**src/rtl/ts_packet_framer_pkg.sv**
```systemverilog
// Shared constants and types for the MPEG-TS packet framer.
package ts_packet_framer_pkg;

  localparam int         TS_PKT_LEN   = 188;
  localparam logic [7:0] TS_SYNC_BYTE = 8'h47;

  // FIFO read word layout: {data[7:0], valid, sync}
  localparam int TS_WORD_W   = 10;
  localparam int TS_DATA_HI  = 9;
  localparam int TS_DATA_LO  = 2;
  localparam int TS_VLD_BIT  = 1;
  localparam int TS_SYNC_BIT = 0;

  typedef enum logic [1:0] {
    HUNT   = 2'd0,
    VERIFY = 2'd1,
    LOCK   = 2'd2
  } ts_state_e;

  function automatic logic ts_is_cand(input logic [TS_WORD_W-1:0] w, input logic [7:0] sync_byte);
    return (w[TS_DATA_HI:TS_DATA_LO] == sync_byte) && w[TS_SYNC_BIT];
  endfunction

endpackage

```
**src/rtl/ts_packet_framer.sv**
```systemverilog
// TS framer: hunts for sync bytes in a FIFO byte stream, locks after LOCK_THR good syncs and emits framed packets.
// Output is a registered valid/ready stage with a one-entry skid that absorbs the word already in flight from the FIFO.
module ts_packet_framer
  import ts_packet_framer_pkg::*;
#(
  parameter int         PKT_LEN   = TS_PKT_LEN,
  parameter logic [7:0] SYNC_BYTE = TS_SYNC_BYTE,
  parameter int         LOCK_THR  = 3,
  parameter int         LOSS_THR  = 3
) (
  input  logic                 clk,
  input  logic                 rst,
  input  logic [TS_WORD_W-1:0] fifo_dout,
  input  logic                 fifo_empty,
  output logic                 r_en,
  input  logic                 out_ready,
  output logic [7:0]           ts_data,
  output logic                 ts_valid,
  output logic                 ts_sop,
  output logic                 ts_eop,
  output logic                 locked,
  output logic [31:0]          pkt_count,
  output logic [31:0]          sync_err_count
);

  localparam int               IDX_W    = $clog2(PKT_LEN);
  localparam logic [IDX_W-1:0] LAST_IDX = IDX_W'(PKT_LEN - 1);

  ts_state_e        state, state_nxt;
  logic [IDX_W-1:0] byte_idx, idx_nxt;
  logic [7:0]       good, good_nxt;
  logic [7:0]       miss, miss_nxt;

  logic       rd_pend;
  logic       skid_vld;
  logic [7:0] skid_data;
  logic       skid_sop;
  logic       skid_eop;

  logic       out_free;
  logic       rd_req;
  logic       word_in;
  logic       cand;
  logic [7:0] w_data;
  logic       emit;
  logic       sync_miss;

  assign out_free = ~ts_valid | out_ready;
  assign rd_req   = ~fifo_empty & out_free;
  assign r_en     = rst & rd_req;
  assign word_in  = rd_pend & fifo_dout[TS_VLD_BIT];
  assign w_data   = fifo_dout[TS_DATA_HI:TS_DATA_LO];
  assign cand     = ts_is_cand(fifo_dout, SYNC_BYTE);
  assign locked   = (state == LOCK);

  always_comb begin
    state_nxt = state;
    idx_nxt   = byte_idx;
    good_nxt  = good;
    miss_nxt  = miss;
    emit      = 1'b0;
    sync_miss = 1'b0;
    if (word_in) begin
      if (state != HUNT) idx_nxt = (byte_idx == LAST_IDX) ? '0 : byte_idx + 1'b1;
      unique case (state)
        HUNT: begin
          if (cand) begin
            state_nxt = VERIFY;
            idx_nxt   = IDX_W'(1);
            good_nxt  = 8'd1;
          end
        end
        VERIFY: begin
          if (byte_idx == '0) begin
            if (cand) begin
              good_nxt = good + 8'd1;
              if (good_nxt == 8'(LOCK_THR)) begin
                state_nxt = LOCK;
                miss_nxt  = 8'd0;
                emit      = 1'b1;
              end
            end else begin
              state_nxt = HUNT;
              idx_nxt   = '0;
              good_nxt  = 8'd0;
            end
          end
        end
        LOCK: begin
          emit = 1'b1;
          if (byte_idx == '0) begin
            if (cand) begin
              miss_nxt = 8'd0;
            end else begin
              sync_miss = 1'b1;
              miss_nxt  = miss + 8'd1;
              // Losing lock drops this byte; the previous packet already closed with eop.
              if (miss_nxt == 8'(LOSS_THR)) begin
                state_nxt = HUNT;
                idx_nxt   = '0;
                good_nxt  = 8'd0;
                miss_nxt  = 8'd0;
                emit      = 1'b0;
              end
            end
          end
        end
        default: state_nxt = HUNT;
      endcase
    end
  end

  always_ff @(posedge clk or negedge rst) begin
    if (!rst) begin
      state          <= HUNT;
      byte_idx       <= '0;
      good           <= 8'd0;
      miss           <= 8'd0;
      rd_pend        <= 1'b0;
      skid_vld       <= 1'b0;
      skid_data      <= 8'h00;
      skid_sop       <= 1'b0;
      skid_eop       <= 1'b0;
      ts_valid       <= 1'b0;
      ts_data        <= 8'h00;
      ts_sop         <= 1'b0;
      ts_eop         <= 1'b0;
      pkt_count      <= 32'd0;
      sync_err_count <= 32'd0;
    end else begin
      state    <= state_nxt;
      byte_idx <= idx_nxt;
      good     <= good_nxt;
      miss     <= miss_nxt;
      rd_pend  <= rd_req;

      // A word only lands while the skid is full if out_ready was low, which also blocked its read.
      if (out_free) begin
        if (skid_vld) begin
          ts_valid <= 1'b1;
          ts_data  <= skid_data;
          ts_sop   <= skid_sop;
          ts_eop   <= skid_eop;
          skid_vld <= 1'b0;
        end else if (emit) begin
          ts_valid <= 1'b1;
          ts_data  <= w_data;
          ts_sop   <= (byte_idx == '0);
          ts_eop   <= (byte_idx == LAST_IDX);
        end else begin
          ts_valid <= 1'b0;
          ts_sop   <= 1'b0;
          ts_eop   <= 1'b0;
        end
      end else if (emit) begin
        skid_vld  <= 1'b1;
        skid_data <= w_data;
        skid_sop  <= (byte_idx == '0);
        skid_eop  <= (byte_idx == LAST_IDX);
      end

      if (ts_valid && out_ready && ts_eop) pkt_count <= pkt_count + 32'd1;
      if (sync_miss && (sync_err_count != 32'hFFFF_FFFF)) sync_err_count <= sync_err_count + 32'd1;
    end
  end

endmodule
```
**config.mk**
```make
export PLATFORM = sky130hd
export DESIGN_NAME = ts_packet_framer
export DESIGN_NICKNAME = d
export VERILOG_FILES = /design/src/rtl/ts_packet_framer_pkg.sv /design/src/rtl/ts_packet_framer.sv
export SDC_FILE = /design/constraint.sdc
export NUM_CORES = 1
export LEC_CHECK = 0
export CAP_MARGIN = 20
export CORE_MARGIN = 1.5
export CORE_UTILIZATION = 54
export CTS_CLUSTER_DIAMETER = 30
export CTS_CLUSTER_SIZE = 12
export DETAILED_ROUTE_END_ITERATION = 10
export PLACE_DENSITY = 0.82
export SYNTH_ARGS = -nofsm -noshare
export SYNTH_HDL_FRONTEND = slang
export SYNTH_SLANG_ARGS = --single-unit
```
**constraint.sdc**
```tcl
create_clock -name clk -period 2.9 [get_ports clk]
set_clock_uncertainty 0.1 [all_clocks]
set_input_delay 0.435 -clock clk [delete_from_list [all_inputs] [get_ports clk]]
set_output_delay 0.435 -clock clk [all_outputs]
set_load 0.01 [all_outputs]
```
==> results of run 1 <==
synthesized netlist by cell type (5+ instances only):
cell type,number,area share
dfrtp_1,113,0.48
nand2_1,50,0.032
xnor2_1,45,0.067
nor2_1,36,0.023
nand3_1,35,0.030
nand4_1,27,0.029
and3_1,23,0.024
inv_1,22,0.014
xor2_1,21,0.031
o21ai_0,20,0.017
a21oi_1,18,0.015
clkbuf_1,16,0.010
ha_1,13,0.028
nor3_1,13,0.011
mux2_1,10,0.019
and2_1,9,0.0096
and4_1,9,0.013
or3_1,9,0.0096
a31oi_1,6,0.0064
a41oi_1,6,0.0089
o211a_1,5,0.0085
o31ai_1,5,0.0064
o41ai_1,5,0.0074
final cells by class:
class	count	area, um2	area share
Tap cell	136	170	0.0222
Sequential cell	113	2830	0.370
Clock inverter	8	125	0.0164
Clock buffer	24	490	0.0641
Timing Repair Buffer	111	1070	0.140
Inverter	22	82.6	0.0108
Multi-Input combinational cell	425	2880	0.377
cell families (layout without fill, tap and decap cells):
family / count (synthesis) / count (layout) / share of synthesized area
AO/OA/AOI/OAI: 99 / 99 / 0.126
XOR/XNOR: 66 / 66 / 0.0983
adder cells (fa/ha/maj): 13 / 13 / 0.0277
buffers and inverters: 42 / 165 / 0.0287
flip-flops: 113 / 113 / 0.481
multiplexers: 14 / 14 / 0.0266
AND/OR/NAND/NOR: 233 / 233 / 0.212
power by group:
group	internal [uW]	switching (uW)
sequential	1700	131
clock	1420	724
combinational	384	487
stage by stage:
step           worst slack, ps  hold WS, ps  cells
6_report                   156          347    839
3_5_place_dp              90.2          370    806
4_1_cts                    183          330    839
3_3_place_gp               166          359    806
5_1_grt                   45.6          351    839
2_1_floorplan              310         39.4    580
routing by layer:
layer | track usage | vias up
met1 | 0.347 | 2427
met5 | 0 | -
met2 | 0.423 | 172
met4 | 0.0912 | 0
met3 | 0.0726 | 29
li1 | - | 2328
layout by cell type (no fill, tap or decap), types with 21 or more instances in the layout:
cell type / count
nand3_1: 35
xor2_1: 21
nand4_1: 27
clkdlybuf4s50_1: 89
xnor2_1: 45
nand2_1: 50
nor2_1: 36
and3_1: 23
inv_1: 22
dfrtp_1: 113
worst reg2reg max path, delay by kind of cell, from the launching register on:
kind / cells / cell delay [ps]
compound gates: 5 / 1330
fa+ha+maj: 1 / 220
buf+inv: 1 / 220
flops: 1 / 380
simple gates: 1 / 370
state kept, by name, indices dropped and copies added (netlist names):
signal          cells
skid_data           8
pkt_count          32
sync_err_count     32
good                8
ts_valid            1
ts_data             8
rd_pend             1
ts_eop              1
skid_sop            1
state               2
byte_idx            8
skid_eop            1
ts_sop              1
miss                8
skid_vld            1
worst max-delay path by stage:
stage                             from                 end  slack [ps]
after floorplan                miss[0]             good[2]         310
after global placement    fifo_dout[9]  sync_err_count[27]         170
after detailed placement  fifo_dout[9]  sync_err_count[23]          90
after CTS                      miss[0]             good[2]         180
after global routing           miss[0]             good[2]          50
final                          miss[0]             good[2]         160
==> results.md, run 1 <==
- Worst reg2reg path depth: 8
- Worst Path Arrival: 3040 ps
- Die Span Y: 107 um
- Min-delay worst type: in -> reg
- Fmax: 364 MHz
- Ys async rst share: 1.00
- Worst path cell trace: ha_1, or3_1, a211o_1, a221oi_4, a21oi_2, buf_4, o31ai_1, o41ai_1
- FF+latch count, synth: 113
- Htree depth: 4
- Req. time, crit path: 3200 ps
- Total GRT Usage: 0.264
- Port Buffers: 90
- Fin nets: 717
- Crit path max-delay family: compound AO/OA/AOI/OAI gates
- Largest net degree at the start of global routing: 67
- CTS Root Cell: clkbuf_8
- Core area: 0.0105 mm2
- ANT cells: 0
- Placer congestion estimate: 0.924
- ANT nets after route: 0
- Clock Latency Late Sink: 530 ps
- Crit. End Element: register
- Unrepaired setup endpoints after global routing: no
- Final Hold Vio Count: 0
- CP Class: reg -> reg
- Crit start category: register
- Drt total wl: 14100 um
- R2R setup slack: 160 ps
- Period Utilization, post-route: 0.946
- DRC: 0
- Cell count along the critical path: 8
- Register area share after synthesis: 0.481
- DR iter-0 viols: 353
- Top sig layer: met4
- Max Cap Viol: 0
- Initial Util: 0.562
- Die width: 107 um
- Leak: 0.00340 uW
- Util after Layout: 0.731
- Final setup violation count: 0
- Clock Sink Count: 113
- Area post-placement: 0.00702 mm2
- Rel. slew slack: 0.450
- Setup TNS: 0 ps
- Tot Pwr: 4850 uW
- Drt wl/cell: 16.8 um
- CTS tree: built
- Cell count after synthesis: 580
- Max-slew violation count: 0
- Mapped cell area: 0.00588 mm2
- Netlist cell types: 66
- Post-DP HPWL: 9900 um
- Post-CTS Setup Bufs: 0
- Maximum fanout along the worst path: 8
- Count of warnings emitted by yosys: 0
- Fin crit period: 2740 ps
- Actual slew at the worst max-slew pin: 826 ps
- Peak VDD IR: 575 uV
- Syn_area_per_cell: 10.1 um2
- Worst path slowest cell: a221oi_4
- CP peak stage delay: 430 ps
- Via count: 4956
- Outcome: complete, no violations
- Clock buffer depth: 2
- I/O pins: 91
- Initial antenna violation count: 0
- Ratio of cells with drive above 1 in the final layout: 0.101
- Hold Path Depth: 2
- Dominant synthesized flop cell: dfrtp_1
- Hold path startpoint: fifo_empty
- Via density: 5.91
- R2R Path End: good[2]
- Total grt overflow: 0
- Net Count, Synth: 607
- Global-route wire length before repair: 23900 um
- Cts repair resizes: 0
- Die ar.: 0.0115 mm2
- Hold Path Sink: rd_pend
- CTS Buf Count: 17
- Layout fillers: 765
- Number of enable flip-flop cells after synthesis: 0
- Clk pin slew, worst setup/hold paths: 60 ps
- First-pass iteration count of the detailed router: 6
- M1 WL: 6110 um
- Met3 WL post-DR: 761 um
- Cell Pwr Density: 634 mW/mm2
- RR Startpoint: miss[0]
- Core Rows: 37
- Post-route cell area: 0.00765 mm2
- Met2 WL: 6990 um
- Buf+Inv Stages, Crit Path: 1
- Hold_buf cts: 1
- Area delta synth->final: 30.1%
- Vias in the first global route: 4854
Note: power is estimated with default switching activity, not from simulation.
==> run 2: changes to the inputs <==
--- a/config.mk
+++ b/config.mk
@@ -7,11 +7,13 @@
 export LEC_CHECK = 0
 export CAP_MARGIN = 20
 export CORE_MARGIN = 1.5
-export CORE_UTILIZATION = 54
+export CORE_UTILIZATION = 56
+export CTS_BUF_LIST = sky130_fd_sc_hd__clkbuf_4
 export CTS_CLUSTER_DIAMETER = 30
 export CTS_CLUSTER_SIZE = 12
 export DETAILED_ROUTE_END_ITERATION = 10
-export PLACE_DENSITY = 0.82
+export PLACE_DENSITY = 0.85
+export RECOVER_POWER = 100
 export SYNTH_ARGS = -nofsm -noshare
 export SYNTH_HDL_FRONTEND = slang
 export SYNTH_SLANG_ARGS = --single-unit
==> run 2 against run 1 <==
Against the previous run: the flow now finishes with violations (slew limit); first-iteration DRC count grew 18%; utilization shrank 1.4 points; hold slack better by 49 ps; design area is 3.7% lower; via count rose by 1.8%; cell count up 0.12%; non-clock buffer count up 1; total power down 17%; combinational power down 2.4%; maximum frequency decreased by 1.3%.
==> results.md, run 2 (synthesis gave the netlist of run 1 again) <==
- Outcome: complete, but fails checks (was complete, no violations)
- Failing checks: slew limit
- RR Startpoint: miss[0] (unchanged)
- Min-delay worst type: reg -> reg (was in -> reg)
- CP Launch Point: miss[0] (unchanged)
- Req. time, crit path: 3200 ps (about the same)
- Fin worst setup slack: 120 ps (was 156 ps)
- Worst reg2reg path depth: 8 (unchanged)
- Crit. End Element: register (unchanged)
- Tot Pwr: 4030 uW (was 4850 uW)
- Sw frac: 0.316 (was 0.277)
- Area delta synth->final: 25.3% (was 30.1%)
- ANT cells: 0 (unchanged)
- Fin nets: 718 (was 717)
- CTS Root Cell: clkbuf_4 (was clkbuf_8)
- Leak: 0.00351 uW (was 0.00340 uW)
- Largest net degree at the start of global routing: 114 (was 67)
- Sw power: 1270 uW (was 1340 uW)
- CP Class: reg -> reg (unchanged)
- Total GRT Usage: 0.266 (was 0.264)
- Period Utilization, post-route: 0.958 (was 0.946)
- Non-filler cells, final: 840 (was 839)
- Clock buffer depth: 2 (unchanged)
- Drt wl/cell: 16.7 um (was 16.8 um)
- Actual slew at the worst max-slew pin: 1510 ps (was 826 ps)
- Htree depth: 4 (unchanged)
- Max Cap Viol: 0 (unchanged)
- Largest regs: pkt_count (32), sync_err_count (32) (unchanged)
- Drt total wl: 14000 um (was 14100 um)
- Initial antenna violation count: 0 (unchanged)
- Ratio of cells with drive above 1 in the final layout: 0.101 (about the same)
- Placed cell count: 805 (was 806)
- R2R Path End: ts_data[1] (was good[2])
- Setup TNS: 0 ps (unchanged)
- Combinational Power Share: 0.211 (was 0.180)
- DR iter-0 viols: 416 (was 353)
- Clock power share: 0.337 (was 0.443)
- Die Span Y: 105 um (was 107 um)
- Maximum fanout along the worst path: 8 (unchanged)
- Hold WS: 396 ps (was 347 ps)
- Placer congestion estimate: 0.910 (was 0.924)
- Hold Path Sink: skid_sop (was rd_pend)
- Hold Path Depth: 1 (was 2)
- Pint: 2760 uW (was 3510 uW)
- Via count: 5045 (was 4956)
- Sequential fraction of design power: 0.452 (was 0.377)
- Peak VDD IR: 438 uV (was 575 uV)
- Final Hold Vio Count: 0 (unchanged)
- Via density: 6.01 (was 5.91)
- Clock Sink Count: 113 (unchanged)
- Post-DP HPWL: 9930 um (was 9900 um)
- Commonest non-fill, non-tap cells in the layout: dfrtp_1 (113), dlygate4sd3_1 (76), nand2_1 (50) (was dfrtp_1 (113), clkdlybuf4s50_1 (89), nand2_1 (50))
- Unrepaired setup endpoints after global routing: no (unchanged)
- Final setup violation count: 0 (unchanged)
- Cell Pwr Density: 547 mW/mm2 (was 634 mW/mm2)
- Core Rows: 37 (unchanged)
- Port Buffers: 90 (unchanged)
- Cts repair resizes: 0 (unchanged)
- Max-slew violation count: 113 (was 0)
- Hold path startpoint: skid_sop (was fifo_empty)
- Vias in the first global route: 5014 (was 4854)
- Initial Util: 0.572 (was 0.562)
- R2R setup slack: 120 ps (was 160 ps)
- Most common cell after layout, fill and taps aside: dfrtp_1 (unchanged)
- Fmax: 360 MHz (was 364 MHz)
- ANT nets after route: 0 (unchanged)
- Layout fillers: 752 (was 765)
- Core area: 0.0103 mm2 (was 0.0105 mm2)
- Clock Latency Late Sink: 520 ps (was 530 ps)
- Crit start category: register (unchanged)
- Worst Path Arrival: 3080 ps (was 3040 ps)
- DRC: 0 (unchanged)
- Rel. slew slack: -0.00470 (was 0.450)
- Die width: 105 um (was 107 um)
- CTS Buf Count: 17 (unchanged)
- Fin crit period: 2780 ps (was 2740 ps)
- Clk pin slew, worst setup/hold paths: 120 ps (was 60 ps)
- Pre-CTS setup slack: 36.2 ps (was 90.2 ps)
- I/O pins: 91 (unchanged)
- CTS tree: built (unchanged)
- Die ar.: 0.0111 mm2 (was 0.0115 mm2)
- Total grt overflow: 0 (unchanged)
- Global-route wire length before repair: 23700 um (was 23900 um)
- First-pass iteration count of the detailed router: 6 (unchanged)
## run 2: cell count changes in the layout (fill, tap and decap cells not counted), moves of 2 or more
cell,delta
clkbuf_4,+18
inv_6,+4
clkdlybuf4s50_1,-75
clkbuf_8,-6
dlygate4sd3_1,+75
clkbuf_16,-16
clkinv_4,+2
## run 2: worst max-delay path: stages, from the launching register on
cell	delay (ps)
dfrtp_1	400
ha_1	210
or3_1	370
a211o_1	330
a221oi_4	400
buf_4	180
a21o_4	140
o211ai_2	200
o221a_2	330
## run 2: area by class of cell
| class | count | area [um2] | share of cell area |
|---|---|---|---|
| Clock buffer | 17 | 128 | 0.0173 |
| Clock inverter | 15 | 206 | 0.0280 |
| Inverter | 22 | 82.6 | 0.0112 |
| Multi-Input combinational cell | 425 | 2880 | 0.391 |
| Sequential cell | 113 | 2830 | 0.384 |
| Tap cell | 136 | 170 | 0.0231 |
| Timing Repair Buffer | 112 | 1070 | 0.146 |
## run 2: per-layer routing
metal / vias up / track usage / wire length [um]
li1: 2329 / - / -
met1: 2459 / 0.342 / 5900
met2: 221 / 0.443 / 6970
met3: 36 / 0.0427 / 762
met4: 0 / 0.121 / 349
met5: - / 0 / 0
## run 2: how the worst max path moves through the flow
stage / end / slack, ps / cells after the start
2_1_floorplan: good[2] / 310 / 8
5_1_grt: good[2] / 3 / 8
3_3_place_gp: sync_err_count[23] / 90 / 8
4_1_cts: good[2] / 170 / 8
3_5_place_dp: sync_err_count[23] / 40 / 8
6_report: ts_data[1] / 120 / 8
## run 2: power by group through the flow
stage          Combinational, uW  Clock (uW)  Sequential [uW]
6_report                     850        1360             1820
5_1_grt                      939        1450             1840
4_1_cts                      868        1380             1820
3_5_place_dp                 862           0             1850
3_3_place_gp                 826           0             1840
2_1_floorplan                464           0             1850
## run 2: timing repair
action / CTS / global route
setup endpoints to repair: 0 / 1
hold buffers: 1 / 0
endpoints found under the hold margin: 113 / 0
buffers inserted: 0 / 2
## run 2: metrics by stage
| stage | cell area [um2] | utilization |
|---|---|---|
| 2_1_floorplan | 5880 | - |
| 6_report | 7370 | 0.717 |
| 3_5_place_dp | 7030 | 0.684 |
| 4_1_cts | 7370 | 0.717 |
| 5_1_grt | 7370 | 0.717 |
| 3_3_place_gp | 7030 | 0.684 |
==> run 3: changes to the inputs <==
==> constraint.sdc (replaced) <==
create_clock -name clk -period 2.6 [get_ports clk]
set_clock_uncertainty 0.1 [all_clocks]
set_input_delay 0.39 -clock clk [delete_from_list [all_inputs] [get_ports clk]]
set_output_delay 0.39 -clock clk [all_outputs]
set_load 0.01 [all_outputs]
==> run 3 against run 2 <==
Against the previous run: the run now ends clean; flip-flop and latch count stayed put; setup slack got worse by 85 ps; total power is 15% higher; maximum frequency rose by 8.4%; cell count grew 3.3%; non-clock buffer count rose by 28; critical path depth is the same; via count increased by 2.9%; critical path type unchanged; critical endpoint is now skid_sop; largest cell class unchanged; highest routed layer unchanged.
==> results.md, run 3 (synthesis gave the netlist of run 1 again) <==
- Hold WS: 187 ps (was 396 ps)
- Max-slew violation count: 0 (was 113)
- Peak VDD IR: 547 uV (was 438 uV)
- Outcome: complete, no violations (was complete, but fails checks)
- Req. time, crit path: 2900 ps (was 3200 ps)
- Worst path slowest cell: dfrtp_1 (unchanged)
- Drt total wl: 14500 um (was 14000 um)
- Clock Latency Late Sink: 530 ps (was 520 ps)
- RR Startpoint: miss[1] (was miss[0])
- Fmax: 390 MHz (was 360 MHz)
- Final setup violation count: 0 (unchanged)
- R2R setup slack: 30 ps (was 120 ps)
- Core Rows: 37 (unchanged)
- R2R Path End: skid_sop (was ts_data[1])
- Initial Util: 0.572 (unchanged)
- Die Span Y: 105 um (unchanged)
- CP peak stage delay: 410 ps (was 400 ps)
- Worst Path Arrival: 2870 ps (was 3080 ps)
- Commonest non-fill, non-tap cells in the layout: dfrtp_1 (113), dlygate4sd3_1 (77), nand2_1 (50) (was dfrtp_1 (113), dlygate4sd3_1 (76), nand2_1 (50))
- Fin worst setup slack: 34.9 ps (was 120 ps)
- Maximum fanout along the worst path: 8 (unchanged)
- Clk pin slew, worst setup/hold paths: 110 ps (was 120 ps)
- Min-delay worst type: in -> async (was reg -> reg)
- Crit path max-delay family: compound AO/OA/AOI/OAI gates (unchanged)
- CTS tree: built (unchanged)
- Via density: 5.98 (was 6.01)
- Most common cell after layout, fill and taps aside: dfrtp_1 (unchanged)
- Port Buffers: 90 (unchanged)
- Die width: 105 um (unchanged)
- CP Class: reg -> reg (unchanged)
- DR iter-0 viols: 347 (was 416)
- Die ar.: 0.0111 mm2 (unchanged)
- CTS Buf Count: 17 (unchanged)
- Final Hold Vio Count: 0 (unchanged)
- Crit start category: register (unchanged)
- Largest net degree at the start of global routing: 50 (was 114)
- Worst path cell trace: ha_2, or3_1, a211o_1, a221oi_4, a21o_4, o21ai_4, buf_12, mux2_4 (was ha_1, or3_1, a211o_1, a221oi_4, buf_4, a21o_4, o211ai_2, o221a_2)
- ANT cells: 0 (unchanged)
- Initial antenna violation count: 0 (unchanged)
- Worst reg2reg path depth: 8 (unchanged)
- Drt wl/cell: 16.7 um (about the same)
- Htree depth: 4 (unchanged)
- Via count: 5190 (was 5045)
- Period Utilization, post-route: 0.987 (was 0.958)
- Actual slew at the worst max-slew pin: 1160 ps (was 1510 ps)
- Total grt overflow: 0 (unchanged)
- CTS Root Cell: clkbuf_4 (unchanged)
- Buf+Inv Stages, Crit Path: 1 (unchanged)
- Fin crit period: 2570 ps (was 2780 ps)
- Pre-CTS setup slack: -162 ps (was 36.2 ps)
- Clock buffer depth: 2 (unchanged)
- Post-DP HPWL: 10300 um (was 9930 um)
- Rel. slew slack: 0.224 (was -0.00470)
- First-pass iteration count of the detailed router: 4 (was 6)
- Cell Pwr Density: 603 mW/mm2 (was 547 mW/mm2)
- Fin nets: 746 (was 718)
- ANT nets after route: 0 (unchanged)
- Unrepaired setup endpoints after global routing: yes (was no)
- Leak: 0.00364 uW (was 0.00351 uW)
- Layout fillers: 710 (was 752)
- Placer congestion estimate: 0.895 (was 0.910)
- I/O pins: 91 (unchanged)
- Core area: 0.0103 mm2 (unchanged)
- DRC: 0 (unchanged)
- Largest regs: pkt_count (32), sync_err_count (32) (unchanged)
- Area delta synth->final: 30.8% (was 25.3%)
- Global-route wire length before repair: 24600 um (was 23700 um)
- Ratio of cells with drive above 1 in the final layout: 0.157 (was 0.101)
- Total GRT Usage: 0.276 (was 0.266)
- Max Cap Viol: 0 (unchanged)
- Crit. End Element: register (unchanged)
- Vias in the first global route: 5095 (was 5014)
- Clock Sink Count: 113 (unchanged)
[run 3: routing by layer]
layer | GRT usage | up-vias | part of all wire
met5 | 0 | - | 0
met4 | 0.130 | 0 | 0.029
met3 | 0.0507 | 36 | 0.048
met2 | 0.447 | 195 | 0.50
met1 | 0.361 | 2565 | 0.42
li1 | - | 2394 | -
[run 3: what timing repair did]
item / 4_1_cts / 5_1_grt
gates resized for setup: 7 / 16
buffers inserted: 0 / 2
pin swaps: 6 / 3
setup endpoints to repair: 17 / 34
hold endpoints to repair: 18 / 0
cloned: 0 / 0
hold buffers: 1 / 0
[run 3: power by group]
group          internal (uW)  switching (uW)
clock network            792             744
logic                    478             594
registers               1890             135
[run 3: how the worst max path moves through the flow]
stage                      start                 end  depth (start not counted)
floorplan                miss[0]             good[2]                          8
global placement    fifo_dout[9]  sync_err_count[27]                          9
detailed placement  fifo_dout[9]             good[2]                          9
CTS                      miss[1]          ts_data[0]                          7
global route             miss[1]            skid_sop                          8
finish                   miss[1]            skid_sop                          8
[run 3: area by class of cell]
class	count	area [um2]	share of cell area
Clock buffer	18	135	0.0176
Clock inverter	14	201	0.0262
Inverter	22	82.6	0.0107
Multi-Input combinational cell	425	2990	0.388
Sequential cell	113	2830	0.368
Tap cell	136	170	0.0221
Timing Repair Buffer	140	1280	0.167
[run 3: worst reg2reg max path, stage by stage, from the launching register on]
cell and delay (ps):
dfrtp_1 410, ha_2 190, or3_1 340, a211o_1 290, a221oi_4 390, a21o_4 230, o21ai_4 80, buf_12 150
mux2_4 290
[run 3: per-stage QoR]
stage / total power [uW] / cells / TNS, ps / instance area [um2] / util
floorplan: 2590 / 580 / 0 / 5880 / -
global placement: 3050 / 833 / -318 / 7240 / 0.704
detailed placement: 3100 / 833 / -2190 / 7240 / 0.704
CTS: 4650 / 866 / 0 / 7620 / 0.741
global route: 4850 / 868 / -402 / 7690 / 0.748
finish: 4630 / 868 / 0 / 7690 / 0.748
